$ cat src/rtl/onewire_pad_ctrl.sv
// 1-Wire bus master for one open-drain pad: bus reset/presence detect and
// LSB-first byte/bit time slots, all timed from a microsecond prescaler.
module onewire_pad_ctrl #(
  parameter int unsigned CLK_PER_US = 50,
  parameter int unsigned T_RSTL_US  = 480,
  parameter int unsigned T_PDS_US   = 70,
  parameter int unsigned T_RSTH_US  = 410,
  parameter int unsigned T_LOW1_US  = 6,
  parameter int unsigned T_LOW0_US  = 60,
  parameter int unsigned T_SAMP_US  = 15,
  parameter int unsigned T_SLOT_US  = 70
) (
  input  logic       HCLK,
  input  logic       HRESETn,
  input  logic       cmd_valid,
  output logic       cmd_ready,
  input  logic [1:0] cmd_op,
  input  logic [7:0] cmd_wdata,
  output logic       rsp_valid,
  output logic [7:0] rsp_data,
  output logic       busy,
  output logic       POUT,
  output logic       POUT_EN,
  input  logic       PIN
);

  localparam int unsigned CW = 16;
  typedef logic [CW-1:0] cnt_t;

  // Phase boundaries are "last cycle of microsecond N-1" so N us is exactly
  // N*CLK_PER_US cycles; sample points are the first cycle of microsecond N.
  localparam cnt_t PRE_LAST  = cnt_t'(CLK_PER_US - 1);
  localparam cnt_t RSTL_LAST = cnt_t'(T_RSTL_US - 1);
  localparam cnt_t RSTH_LAST = cnt_t'(T_RSTH_US - 1);
  localparam cnt_t LOW1_LAST = cnt_t'(T_LOW1_US - 1);
  localparam cnt_t LOW0_LAST = cnt_t'(T_LOW0_US - 1);
  localparam cnt_t SLOT_LAST = cnt_t'(T_SLOT_US - 1);
  localparam cnt_t PDS_US    = cnt_t'(T_PDS_US);
  localparam cnt_t SAMP_US   = cnt_t'(T_SAMP_US);

  localparam logic [1:0] OP_RESET = 2'd0;
  localparam logic [1:0] OP_BYTE  = 2'd1;
  localparam logic [1:0] OP_BIT   = 2'd2;

  typedef enum logic [2:0] {
    IDLE,
    RST_LOW,
    RST_HIGH,
    SLOT,
    DONE
  } state_t;

  state_t     state;
  cnt_t       presc;
  cnt_t       us;
  logic [2:0] bit_idx;
  logic [2:0] bit_last;
  logic [7:0] wdata_q;
  logic       pin_meta;
  logic       pin_sync;

  logic us_wrap;
  logic rstl_end;
  logic rsth_end;
  logic low_end;
  logic slot_end;
  logic pds_pt;
  logic samp_pt;

  assign POUT = 1'b0;

  assign us_wrap  = (presc == PRE_LAST);
  assign rstl_end = us_wrap && (us == RSTL_LAST);
  assign rsth_end = us_wrap && (us == RSTH_LAST);
  assign low_end  = us_wrap && (us == (wdata_q[bit_idx] ? LOW1_LAST : LOW0_LAST));
  assign slot_end = us_wrap && (us == SLOT_LAST);
  assign pds_pt   = (presc == '0) && (us == PDS_US);
  assign samp_pt  = (presc == '0) && (us == SAMP_US);

  // Idle bus reads high through the pull-up.
  always_ff @(posedge HCLK or negedge HRESETn) begin
    if (!HRESETn) begin
      pin_meta <= 1'b1;
      pin_sync <= 1'b1;
    end else begin
      pin_meta <= PIN;
      pin_sync <= pin_meta;
    end
  end

  always_ff @(posedge HCLK or negedge HRESETn) begin
    if (!HRESETn) begin
      state     <= IDLE;
      presc     <= '0;
      us        <= '0;
      bit_idx   <= '0;
      bit_last  <= '0;
      wdata_q   <= '0;
      cmd_ready <= 1'b1;
      busy      <= 1'b0;
      rsp_valid <= 1'b0;
      rsp_data  <= '0;
      POUT_EN   <= 1'b0;
    end else begin
      rsp_valid <= 1'b0;

      if (state == IDLE || state == DONE) begin
        presc <= '0;
        us    <= '0;
      end else if (us_wrap) begin
        presc <= '0;
        us    <= us + 1'b1;
      end else begin
        presc <= presc + 1'b1;
      end

      case (state)
        IDLE: begin
          if (cmd_valid) begin
            wdata_q   <= cmd_wdata;
            bit_idx   <= '0;
            bit_last  <= (cmd_op == OP_BYTE) ? 3'd7 : 3'd0;
            rsp_data  <= '0;
            cmd_ready <= 1'b0;
            busy      <= 1'b1;
            case (cmd_op)
              OP_RESET: begin
                state   <= RST_LOW;
                POUT_EN <= 1'b1;
              end
              OP_BYTE, OP_BIT: begin
                state   <= SLOT;
                POUT_EN <= 1'b1;
              end
              default: begin
                state     <= DONE;
                rsp_valid <= 1'b1;
              end
            endcase
          end
        end

        RST_LOW: begin
          if (rstl_end) begin
            state   <= RST_HIGH;
            POUT_EN <= 1'b0;
            presc   <= '0;
            us      <= '0;
          end
        end

        RST_HIGH: begin
          if (pds_pt) begin
            rsp_data <= {7'd0, ~pin_sync};
          end
          if (rsth_end) begin
            state     <= DONE;
            rsp_valid <= 1'b1;
          end
        end

        SLOT: begin
          if (low_end) begin
            POUT_EN <= 1'b0;
          end
          if (samp_pt) begin
            rsp_data[bit_idx] <= pin_sync;
          end
          // Next slot starts back-to-back: drive low again on the same edge.
          if (slot_end) begin
            presc <= '0;
            us    <= '0;
            if (bit_idx != bit_last) begin
              bit_idx <= bit_idx + 1'b1;
              POUT_EN <= 1'b1;
            end else begin
              state     <= DONE;
              rsp_valid <= 1'b1;
            end
          end
        end

        DONE: begin
          state     <= IDLE;
          cmd_ready <= 1'b1;
          busy      <= 1'b0;
        end

        default: begin
          state   <= IDLE;
          POUT_EN <= 1'b0;
        end
      endcase
    end
  end

endmodule

$ cat config.mk
export PLATFORM = sky130hd
export DESIGN_NAME = onewire_pad_ctrl
export DESIGN_NICKNAME = d
export VERILOG_FILES = /design/src/rtl/onewire_pad_ctrl.sv
export SDC_FILE = /design/constraint.sdc
export NUM_CORES = 1
export LEC_CHECK = 0
export CAP_MARGIN = 5
export CORE_MARGIN = 2
export CORE_UTILIZATION = 60
export DETAILED_ROUTE_END_ITERATION = 10
export MAX_ROUTING_LAYER = met4
export PLACE_DENSITY = 0.85
export SYNTH_ARGS = -nofsm -noshare
export SYNTH_HDL_FRONTEND = slang
export SYNTH_SLANG_ARGS = --single-unit
$ cat constraint.sdc
create_clock -name HCLK -period 4.9 [get_ports HCLK]
set_input_delay 1.47 -clock HCLK [delete_from_list [all_inputs] [get_ports HCLK]]
set_output_delay 1.47 -clock HCLK [all_outputs]
set_load 0.01 [all_outputs]
# After elaboration in Yosys (flattened, before gate mapping)
# Index checks and enable logic that the tools add are counted.
word_totals:
  ff_bits: 63
  inputBits: 14
classes:
  addsub: 3
  n_mux: 49
  n_lt_le_gt_ge: 2
  n_eq_ne: 23
  n_bitwise: 2
  n_reduce_logical: 23
op_table:
  columns: ["op", "count"]
  rows:
  - ["16-bit two-way mux", 8]
  - ["16-bit case mux with 2 select lines", 2]
  - ["16-bit by 1-bit adder with 16-bit output (second input constant)", 2]
  - ["16-bit by 7-bit equality test with 1-bit output (second input constant)", 2]
  - ["16-bit by 9-bit equality test with 1-bit output (second input constant)", 2]
  - ["3-bit two-way mux", 9]
  - ["8-bit two-way mux", 3]
  - ["8-bit case mux with 3 select lines", 1]
  - ["2-bit inequality test (second input constant)", 9]
  - ["16-bit by 4-bit equality test with 1-bit output (second input constant)", 1]
  - ["16-bit by 6-bit equality test with 1-bit output", 1]
  - ["16-bit by 6-bit equality test with 1-bit output (second input constant)", 1]
  - ["16-bit zero test", 1]
  - ["1-bit two-way mux", 15]
  - ["3-bit case mux with 2 select lines", 2]
  - ["3-bit case mux with 4 select lines", 1]
  - ["4-bit AND reduction", 3]
  - ["8-bit bitwise mux", 1]
  - ["1-bit logical AND", 7]
  - ["3-bit by 2-bit equality test with 1-bit output (second input constant)", 2]
  - ["6-bit two-way mux", 1]
  - ["5-bit AND reduction", 1]
  - ["3-bit by 4-bit less-than comparator with 1-bit output (second input constant)", 1]
  - ["1-bit case mux with 2 select lines", 2]
  - ["other kinds (20)", 24]

# Longest topological paths before layout
# Gate-level depths: netlist of run 1.
logic_depth:
  ltp_word: 9
  ltp_mapped: 9
  ltp_nobuf: 7

# Least setup slack after synthesis of run 1
# Ideal clock, no wire load.
synth_timing:
  kind: "input -> register"
  start: "in cmd_op[0]"
  end: "reg POUT_EN"
  stages: 6
  setup_time_ns: 0.087
  required_time_ns: 4.813
  setup_slack_ns: 2.297
  path_buffers: 0
  t_arrival_ns: 2.516
  path_cell_list: "ha_1 > nor4b_1 > a21oi_1 > mux2_2 > and2_1 > o211ai_1"
synth_via:
  elab_chain_len: 4
synth_lines:
  columns: ["element", "line_no", "source"]
  rows:
  - ["start: declaration", "17", "input logic [1:0] cmd_op,"]
  - ["2-bit by 1-bit equality test with 1-bit output, or another cell as far along", "126", "case (cmd_op)"]
  - ["3-bit OR reduction (no source line) (*)", null, null]
  - ["2-bit inequality test (no source line) (*)", null, null]
  - ["4-bit AND reduction (no source line) (*)", null, null]
  - ["end signal: assignment", "129", "POUT_EN <= 1'b1;"]
  - ["end signal: assignment", "133", "POUT_EN <= 1'b1;"]
  - ["end signal: assignment", "146", "POUT_EN <= 1'b0;"]
  - ["end: declaration", "23", "output logic POUT_EN,"]
# Every way passes the cells marked *; elsewhere a longest branch is shown, timed or not.
# A chain may end at the register's enable or synchronous reset.

# Final worst setup path of run 1
layout_timing:
  start: "in cmd_valid"
  end: "reg bit_idx[2]"
layout_via:
  elab_chain_len: 2
layout_lines:
  columns: ["element", "line_no", "source"]
  rows:
  - ["start: declaration", "15", "input logic cmd_valid,"]
  - ["2-bit inequality test (no source line)", null, null]
  - ["4-bit AND reduction (no source line)", null, null]
  - ["end signal: assignment", "174", "bit_idx <= bit_idx + 1'b1;"]
  - ["end: declaration", "56", "logic [2:0] bit_idx;"]
# Every way passes these cells.

==> metrics.csv, run 1 <==
metric,value,unit
final hold vios,0,
Die Width,80.5,microns
CP arrival,3.27,ns
"Avg Cell Area, Syn",9.73,sq um
Synth Instances,361,
#FFs+latches synth,61,
hold depth,0,
Syn-to-layout area delta,14.9,%
Synth Area in Adders,0.0321,
Worst Setup Start Kind,input port,
post-layout min period,3.05,ns
ratio of cells with drive above 1 in the final layout,0.138,
CTS tree,built,
H-tree lvl count,3,
I/O Buffers,25,
Worst path top cell family by delay,compound AO/OA/AOI/OAI gates,
"Seq/Total Area, Yosys",0.436,
Core Rows,27,
core area,5570,sq um
Wirelength per Cell,17.1,microns
synthesized area,3510,sq um
R2R cell count,4,
Detailed Route WL,7800,microns
ys async rst share,1.00,
Synth Area in Simple Gates,0.261,
Vias,2794,
worst hold path type,flip-flop to flip-flop,
Compound-Gate Fraction of Synth Area,0.101,
setup TNS,0,ns
GR Overflow Total,0,
cts hold-fix bufs,0,
vias in the first global route,2743,
Post-route DRC,0,
mux cell area share after synthesis,0.0506,
r2r endpoint,presc[15],
Max Fclk,327,MHz
leakage,1.66,nW
Inserted Clock Buffers,9,
critical-path cell list,clkdlybuf4s50_1 -> nor2b_1 -> and2_1 -> a21oi_1 -> o31ai_1 -> o41ai_2,
CTS sink count,61,
setup violators final,0,
post-synth top area cell,dfrtp_1,
top-area cell type share of the netlist area,0.413,
PwrDens,457,nW/um^2
largest net degree at the start of global routing,33,
worst slew pin tran,1.18,ns
RSZ-0062 raised after global routing,no,
initial drt markers,194,
gr usage total,0.279,
status,finished clean,
xor/xnor share of the synthesized area,0.0723,
Buf/Inv on CP,1,
"commonest non-fill, non-tap cell in the layout",dfrtp_1,
end of the worst hold path,pin_sync,
period utilization,0.623,
Crit. End Element,flip-flop,
IO Pins,27,
global-route wire length before repair,13200,microns
worst skew pair latency,0.35,ns
total power draw,1.84,mW
hold_sp,pin_meta,
FF-to-FF Start,presc[8],
vias per cell,6.11,
post-route ant nets,0,
Fill cells,417,
Max Fanout on Critical Path,11,
DR pass1 iterations,4,
Slew Limit Headroom,0.206,
post-synth net total,384,
gp weighted congestion,0.881,
ys flop type,dfrtp_1,
CP required,5.12,ns
initial core utilization,0.630,
Post-synth EDFFs,0,
clk_skew,0.00909,ns
flop-to-flop setup slack,2.00,ns
Max Cap Violations,0,
CTS resizes,0,
Post-DP HPWL,5400,microns
most frequent cells in the layout,"dfrtp_1 (58), nor2_1 (40), clkdlybuf4s50_1 (24), inv_1 (20), nand2_1 (18)",
Synthesis Warnings,0,
die area,6480,sq um
max-slew violations,0,
clock root cell,clkbuf_8,
critical path's largest stage delay,0.51,ns
Worst path slowest cell,clkdlybuf4s50_1,
nets,403,
initial antenna violation count,0,
Die H,80.5,microns
Setup CP Type,input port to flip-flop,
Worst IR Drop VDD,0.370,mV
Post-CTS Setup Bufs,0,
"Clk pin slew, worst setup/hold paths",0.07,ns
stages on the worst setup path,6,
largest family of logic cells by synthesized area,simple AND/OR/NAND/NOR gates,
CTS Buffer Depth,2,
# diodes,0,
post-synthesis cell type count,63,
cells taking the most area after synthesis,"dfrtp_1 (41%), nor2_1 (4.3%), xnor2_1 (4.2%)",
cell usage after synthesis, types with 5 or more instances:
cell      count
nand2_1      18
dfrtp_1      58
mux2_2       10
o211ai_1      5
inv_1        20
xor2_1       12
or3_1         7
a21oi_1       6
xnor2_1      17
nor2_1       40
ha_1          9
nand3_1      15
nand4_1      14
nor3_1       15
o21ai_0      10
nor4_1       10
clkbuf_1     15
layout make-up:
class | instances | area, sq um | area share
clock buffer | 13 | 169 | 0.0418
clock inverter | 3 | 90.1 | 0.0223
inverter | 20 | 75.1 | 0.0186
multi-input combinational | 261 | 1820 | 0.451
sequential | 61 | 1530 | 0.379
tap | 72 | 90.1 | 0.0223
timing repair buffer | 27 | 260 | 0.0645
worst max-delay path by stage:
stage	from	slack [ns]	to
finish	cmd_valid	1.85	bit_idx[2]
global route	cmd_valid	1.69	bit_idx[2]
CTS	cmd_valid	1.87	bit_idx[2]
floorplan	cmd_op[0]	2.30	POUT_EN
global placement	cmd_valid	1.55	bit_idx[2]
detailed placement	cmd_valid	1.51	bit_idx[2]
sequential cells by signal, summed over array words and instances, names as in the netlist:
| register | count |
|---|---|
| presc | 16 |
| us | 16 |
| rsp_data | 8 |
| wdata_q | 8 |
| bit_idx | 3 |
| state | 3 |
| POUT_EN | 1 |
| bit_last | 1 |
| busy | 1 |
| cmd_ready | 1 |
| pin_meta | 1 |
| pin_sync | 1 |
| rsp_valid | 1 |
worst register-to-register path, delay by kind of cell, from the launching register on:
family | cells | cell delay (ns)
flip-flops | 1 | 0.41
AND/OR/NAND/NOR | 3 | 1.57
AO/OA/AOI/OAI | 1 | 0.77
metal layers:
layer	global-route usage	up-vias	part of all wire
li1	-	1337	-
met5	-	-	0
met3	0.0472	11	0.040
met1	0.365	1374	0.45
met2	0.435	72	0.49
met4	0.112	0	0.016
where the power goes:
group,internal [mW],leakage (nW),switching [mW]
combinational,0.248,0.724,0.324
clock,0.380,0.130,0.198
sequential,0.592,0.806,0.101
total,1.22,1.66,0.623
cell families after synthesis:
logic type / Yosys count
AND/OR/NAND/NOR: 160
flip-flops: 61
AO/OA/AOI/OAI: 48
buffers and inverters: 39
XOR/XNOR: 29
multiplexers: 14
adder cells (fa/ha/maj): 9
other: 1
metrics by stage:
step	hold slack [ns]	setup WS (ns)	utilization	area, sq um	std cells
floorplan	0.345	2.30	-	3510	361
global placement	0.346	1.55	0.678	3780	441
detailed placement	0.349	1.51	0.678	3780	441
CTS	0.359	1.87	0.724	4040	457
global route	0.365	1.69	0.724	4040	457
finish	0.361	1.85	0.724	4040	457
No activity file was read; power rests on OpenSTA's default activity.
==> run 2: changes to the inputs <==
- CORE_UTILIZATION: 60 -> 53
- PLACE_DENSITY: 0.85 -> 0.79
- clock period: 4.9 -> 2.7 ns (I/O delays scaled with it)
==> run 2 against run 1 <==
Effect of this change:
- first-iteration DRC count is 12% lower
- clock-buffer cell count is 4 lower
- non-clock buffer count is 13 higher
- via count is 0.61% higher
- register-to-register slack worse by 1.9 ns
- highest routed layer unchanged
==> metrics.csv, run 2 (synthesis gave the netlist of run 1 again) <==
metric,value,unit,change
area of the multi-input gates,1830,sq um,+0.69%
max-slew violations,0,,unchanged
setup violators final,0,,unchanged
Die H,85.4,microns,+6.1%
Die Width,85.4,microns,+6.1%
status,finished clean,,
worst slew pin tran,0.598,ns,-0.585 ns
Post-route DRC,0,,unchanged
post-layout min period,2.55,ns,
largest net degree at the start of global routing,23,,-30%
vias in the first global route,2794,,+1.9%
most frequent cells in the layout,"dfrtp_1 (58), nor2_1 (40), clkdlybuf4s50_1 (24), inv_1 (20), nand2_1 (18)",,
biggest regs,"presc x16, us x16",,
DR pass1 iterations,4,,unchanged
total power draw,3.08,mW,+67%
"Clk pin slew, worst setup/hold paths",0.07,ns,about the same
initial drt markers,171,,-12%
Core Rows,29,,+7.4%
CTS sink count,61,,unchanged
Worst Setup Start Kind,flip-flop,,
Syn-to-layout area delta,15.6,%,
placed cells,459,,+4.1%
RSZ-0062 raised after global routing,no,,
global-route wire length before repair,13500,microns,+2.6%
CP required,2.91,ns,-2.21 ns
ratio of cells with drive above 1 in the final layout,0.171,,+0.0332
Detailed Route WL,7730,microns,-0.82%
Vias,2811,,+0.61%
gr usage total,0.241,,-0.0372
Wirelength per Cell,16.3,microns,-4.6%
worst skew pair latency,0.34,ns,about the same
PwrDens,758,nW/um^2,+66%
leakage,1.68,nW,+1.3%
gp weighted congestion,0.913,,+3.6%
Slew Limit Headroom,0.597,,+0.392
post-route ant nets,0,,unchanged
Crit. End Element,flip-flop,,
period utilization,0.945,,
setup TNS,0,ns,unchanged
Final Core Density,0.636,,-0.0884
final hold vios,0,,unchanged
core area,6390,sq um,+15%
H-tree lvl count,3,,unchanged
die area,7290,sq um,+13%
Post-CTS Setup Bufs,0,,unchanged
worst hold path type,flip-flop to flip-flop,,
CTS Buffer Depth,2,,unchanged
I/O Buffers,25,,unchanged
# diodes,0,,unchanged
fin cells,475,,+3.9%
nets,416,,+3.2%
Post-DP HPWL,5650,microns,+4.6%
CTS tree,built,,
Inserted Clock Buffers,9,,unchanged
vias per cell,5.92,,-3.2%
Max Fclk,392,MHz,
Worst IR Drop VDD,0.556,mV,+50%
FF/Latch Area,1530,sq um,unchanged
Setup CP Type,flip-flop to flip-flop,,
flop-to-flop setup slack,0.15,ns,-1.85 ns
clk_skew,0.00811,ns,-0.000983 ns
Max Fanout on Critical Path,8,,-3
initial antenna violation count,0,,unchanged
GR Overflow Total,0,,unchanged
CP arrival,2.76,ns,-0.51 ns
clock root cell,clkbuf_8,,
initial core utilization,0.550,,-0.0801
Max Cap Violations,0,,unchanged
Fill cells,521,,+25%
IO Pins,27,,unchanged
WHS,0.363,ns,+0.00174 ns
"commonest non-fill, non-tap cell in the layout",dfrtp_1,,
## run 2: worst max-delay path: stages (launching register included)
cell and delay (ns):
dfrtp_1 0.43, or4_1 0.59, buf_4 0.19, nor4_1 0.38, nand3_1 0.21, a211oi_4 0.51, nor3_1 0.11
## run 2: routing by layer
metal,up-vias,share of wire,GRT usage
li1,1356,-,-
met1,1376,0.47,0.324
met2,64,0.48,0.362
met3,15,0.041,0.0545
met4,0,0.016,0.0837
met5,-,0,-
## run 2: final timing paths
kind / cells after the start / start / to
max in group asynchronous: 2 / HRESETn / cmd_ready
min in group asynchronous: 1 / HRESETn / bit_idx[1]
worst max-delay path: 6 / us[12] / us[7]
worst max register to register: 6 / us[12] / us[7]
worst min register to register: 0 / pin_meta / pin_sync
worst min-delay path: 0 / pin_meta / pin_sync
## run 2: final cells by class
cell class,instances,share of cell area
clock buffers,9,0.0305
clock inverters,7,0.0105
inverters,20,0.0185
multi-input cells,261,0.452
flip-flops and latches,61,0.377
well taps,77,0.0237
repair buffers,40,0.0881
## run 2: repair_timing
| action | CTS | global route |
|---|---|---|
| resized for setup | 0 | 2 |
| hold buffers | 0 | 0 |
| setup endpoints to repair | 0 | 5 |
| hold endpoints to repair | 0 | 0 |
## run 2: power by group
part / switching (mW) / internal [mW] / leakage [nW]
combinational: 0.619 / 0.504 / 0.795
sequential: 0.184 / 1.07 / 0.806
clock: 0.372 / 0.325 / 0.0808
total: 1.18 / 1.90 / 1.68
## run 2: stage by stage
stage / worst slack [ns] / area [sq um]
after floorplan: 0.304 / 3510
after global placement: 0.186 / 3880
after detailed placement: 0.119 / 3880
after CTS: 0.0686 / 4050
after global routing: 0.0162 / 4060
final: 0.149 / 4060
==> run 3: changes to the inputs <==
- RECOVER_POWER: default -> 50
==> run 3 against run 2 <==
Effect of this change:
- non-clock buffer count stayed put
- combinational power barely moved
- die area stayed put
- clock-buffer cell count is the same
- first-iteration DRC count fell by 3.5%
- worst hold slack got worse by 0.00066 ns
- global-route usage unchanged
- sequential power hardly changed
- sequential share of layout area rose by 0.058 points
- via count shrank 0.57%
- utilization is 0.098 points lower
==> metrics.csv, run 3 (synthesis gave the netlist of run 1 again) <==
metric,value,unit,change
status,finished clean,,
Worst IR Drop VDD,0.556,mV,about the same
Detailed Route WL,7750,microns,+0.23%
sw frac,0.383,,+0.000612
gp weighted congestion,0.913,,unchanged
CTS Buffer Depth,2,,unchanged
Die Width,85.4,microns,unchanged
global-route wire length before repair,13500,microns,unchanged
Crit. End Element,flip-flop,,
clock root cell,clkbuf_8,,
vias in the first global route,2794,,unchanged
Post-DP HPWL,5650,microns,unchanged
setup violators final,0,,unchanged
CTS sink count,61,,unchanged
R2R cell count,6,,unchanged
CP required,2.91,ns,about the same
busiest grt layer,met2,,
GR Overflow Total,0,,unchanged
die area,7290,sq um,unchanged
DR pass1 iterations,4,,unchanged
Slew Limit Headroom,0.304,,-0.293
part of the power in registers,0.409,,about the same
initial drt markers,165,,-3.5%
NetSw,1.18,mW,+0.14%
ratio of cells with drive above 1 in the final layout,0.168,,-0.00251
Fill cells,523,,+0.38%
Vias,2795,,-0.57%
Core Rows,29,,unchanged
Comb power frac,0.365,,about the same
Syn-to-layout area delta,15.4,%,
worst skew pair latency,0.34,ns,about the same
Post-CTS Setup Bufs,0,,unchanged
cts hold-fix bufs,0,,unchanged
Post-route DRC,0,,unchanged
Wirelength per Cell,16.3,microns,+0.23%
met1 GRT Util,0.324,,unchanged
biggest regs,"presc x16, us x16",,
"Clk pin slew, worst setup/hold paths",0.07,ns,about the same
internal power,1.90,mW,-0.12%
IO Pins,27,,unchanged
CP arrival,2.76,ns,about the same
fin cells,475,,unchanged
setup TNS,0,ns,unchanged
vias per cell,5.88,,-0.57%
# diodes,0,,unchanged
Max Fanout on Critical Path,8,,unchanged
hold depth,0,,unchanged
H-tree lvl count,3,,unchanged
CTS tree,built,,
PwrDens,759,nW/um^2,+0.14%
M2 GR Usage,0.362,,unchanged
placed cell area,3880,sq um,unchanged
post-layout min period,2.55,ns,+0.0000310 ns
"commonest non-fill, non-tap cell in the layout",dfrtp_1,,
Inserted Clock Buffers,9,,unchanged
final hold vios,0,,unchanged
gr usage total,0.241,,unchanged
most frequent cells in the layout,"dfrtp_1 (58), nor2_1 (40), inv_1 (20), clkdlybuf4s50_1 (20), nand2_1 (18)",,
Die H,85.4,microns,unchanged
leakage,1.68,nW,+0.20%
Worst Setup Start Kind,flip-flop,,
Max Cap Violations,0,,unchanged
clk_skew,0.00789,ns,-0.000221 ns
I/O Buffers,25,,unchanged
RSZ-0062 raised after global routing,no,,
final instance area,4050,sq um,-0.15%
max-slew violations,0,,unchanged
clock power share,0.226,,about the same
placed cells,459,,unchanged
worst hold path type,flip-flop to flip-flop,,
worst slew pin tran,1.04,ns,+0.446 ns
core area,6390,sq um,unchanged
period utilization,0.945,,about the same
post-route ant nets,0,,unchanged
nets,416,,unchanged
Max Fclk,392,MHz,about the same
CTS resizes,0,,unchanged
M3 GR Usage,0.0545,,unchanged
Setup CP Type,flip-flop to flip-flop,,
largest net degree at the start of global routing,23,,unchanged
initial antenna violation count,0,,unchanged
initial core utilization,0.550,,unchanged
run 3: cell count changes in the layout (fill, tap and decap cells not counted), sizes merged:
cell,before,now
buf,16,13
clkbuf,9,12
clkdlybuf4s50,24,20
dlygate4sd3,0,4
run 3: layout make-up:
| cell class | instances | area [sq um] | share of cell area |
|---|---|---|---|
| repair buffers | 40 | 352 | 0.0867 |
| well taps | 77 | 96.3 | 0.0238 |
| inverters | 20 | 75.1 | 0.0185 |
| multi-input cells | 261 | 1830 | 0.452 |
| flip-flops and latches | 61 | 1530 | 0.377 |
| clock buffers | 9 | 124 | 0.0306 |
| clock inverters | 7 | 42.5 | 0.0105 |
run 3: worst max-delay path: stages, from the launching register on:
cell and delay (ns):
dfrtp_1 0.43, or4_1 0.59, buf_4 0.19, nor4_1 0.38
nand3_1 0.21, a211oi_4 0.51, nor3_1 0.11
run 3: final timing paths:
| check | startpoint | slack [ns] | end |
|---|---|---|---|
| max in group asynchronous | HRESETn | 0.94 | cmd_ready |
| hold reg to reg | pin_meta | 0.36 | pin_sync |
| setup reg to reg | us[12] | 0.15 | us[7] |
| min in group asynchronous | HRESETn | 0.63 | rsp_data[6] |
| hold / removal | pin_meta | 0.36 | pin_sync |
| setup / recovery | us[12] | 0.15 | us[7] |
run 3: power groups by stage:
stage	registers, mW	clock network (mW)	logic (mW)
6_report	1.26	0.695	1.12
5_1_grt	1.29	0.761	1.24
4_1_cts	1.25	0.711	1.11
3_5_place_dp	1.27	0	1.11
3_3_place_gp	1.26	0	1.07
2_1_floorplan	1.17	0	0.826
run 3: per-stage QoR:
| step | total power, mW | setup WS, ns | utilization | hold slack, ns |
|---|---|---|---|---|
| floorplan | 2.00 | 0.304 | - | 0.345 |
| finish | 3.08 | 0.148 | 0.635 | 0.362 |
| global placement | 2.33 | 0.186 | 0.608 | 0.351 |
| global route | 3.29 | 0.0162 | 0.635 | 0.366 |
| detailed placement | 2.38 | 0.119 | 0.608 | 0.354 |
| CTS | 3.08 | 0.0686 | 0.634 | 0.361 |
run 3: per-layer routing:
metal,wire [microns],part of all wire,vias to the layer above
li1,-,-,1360
met1,3580,0.46,1357
met2,3710,0.48,65
met3,353,0.046,13
met4,108,0.014,0
met5,0,0,-
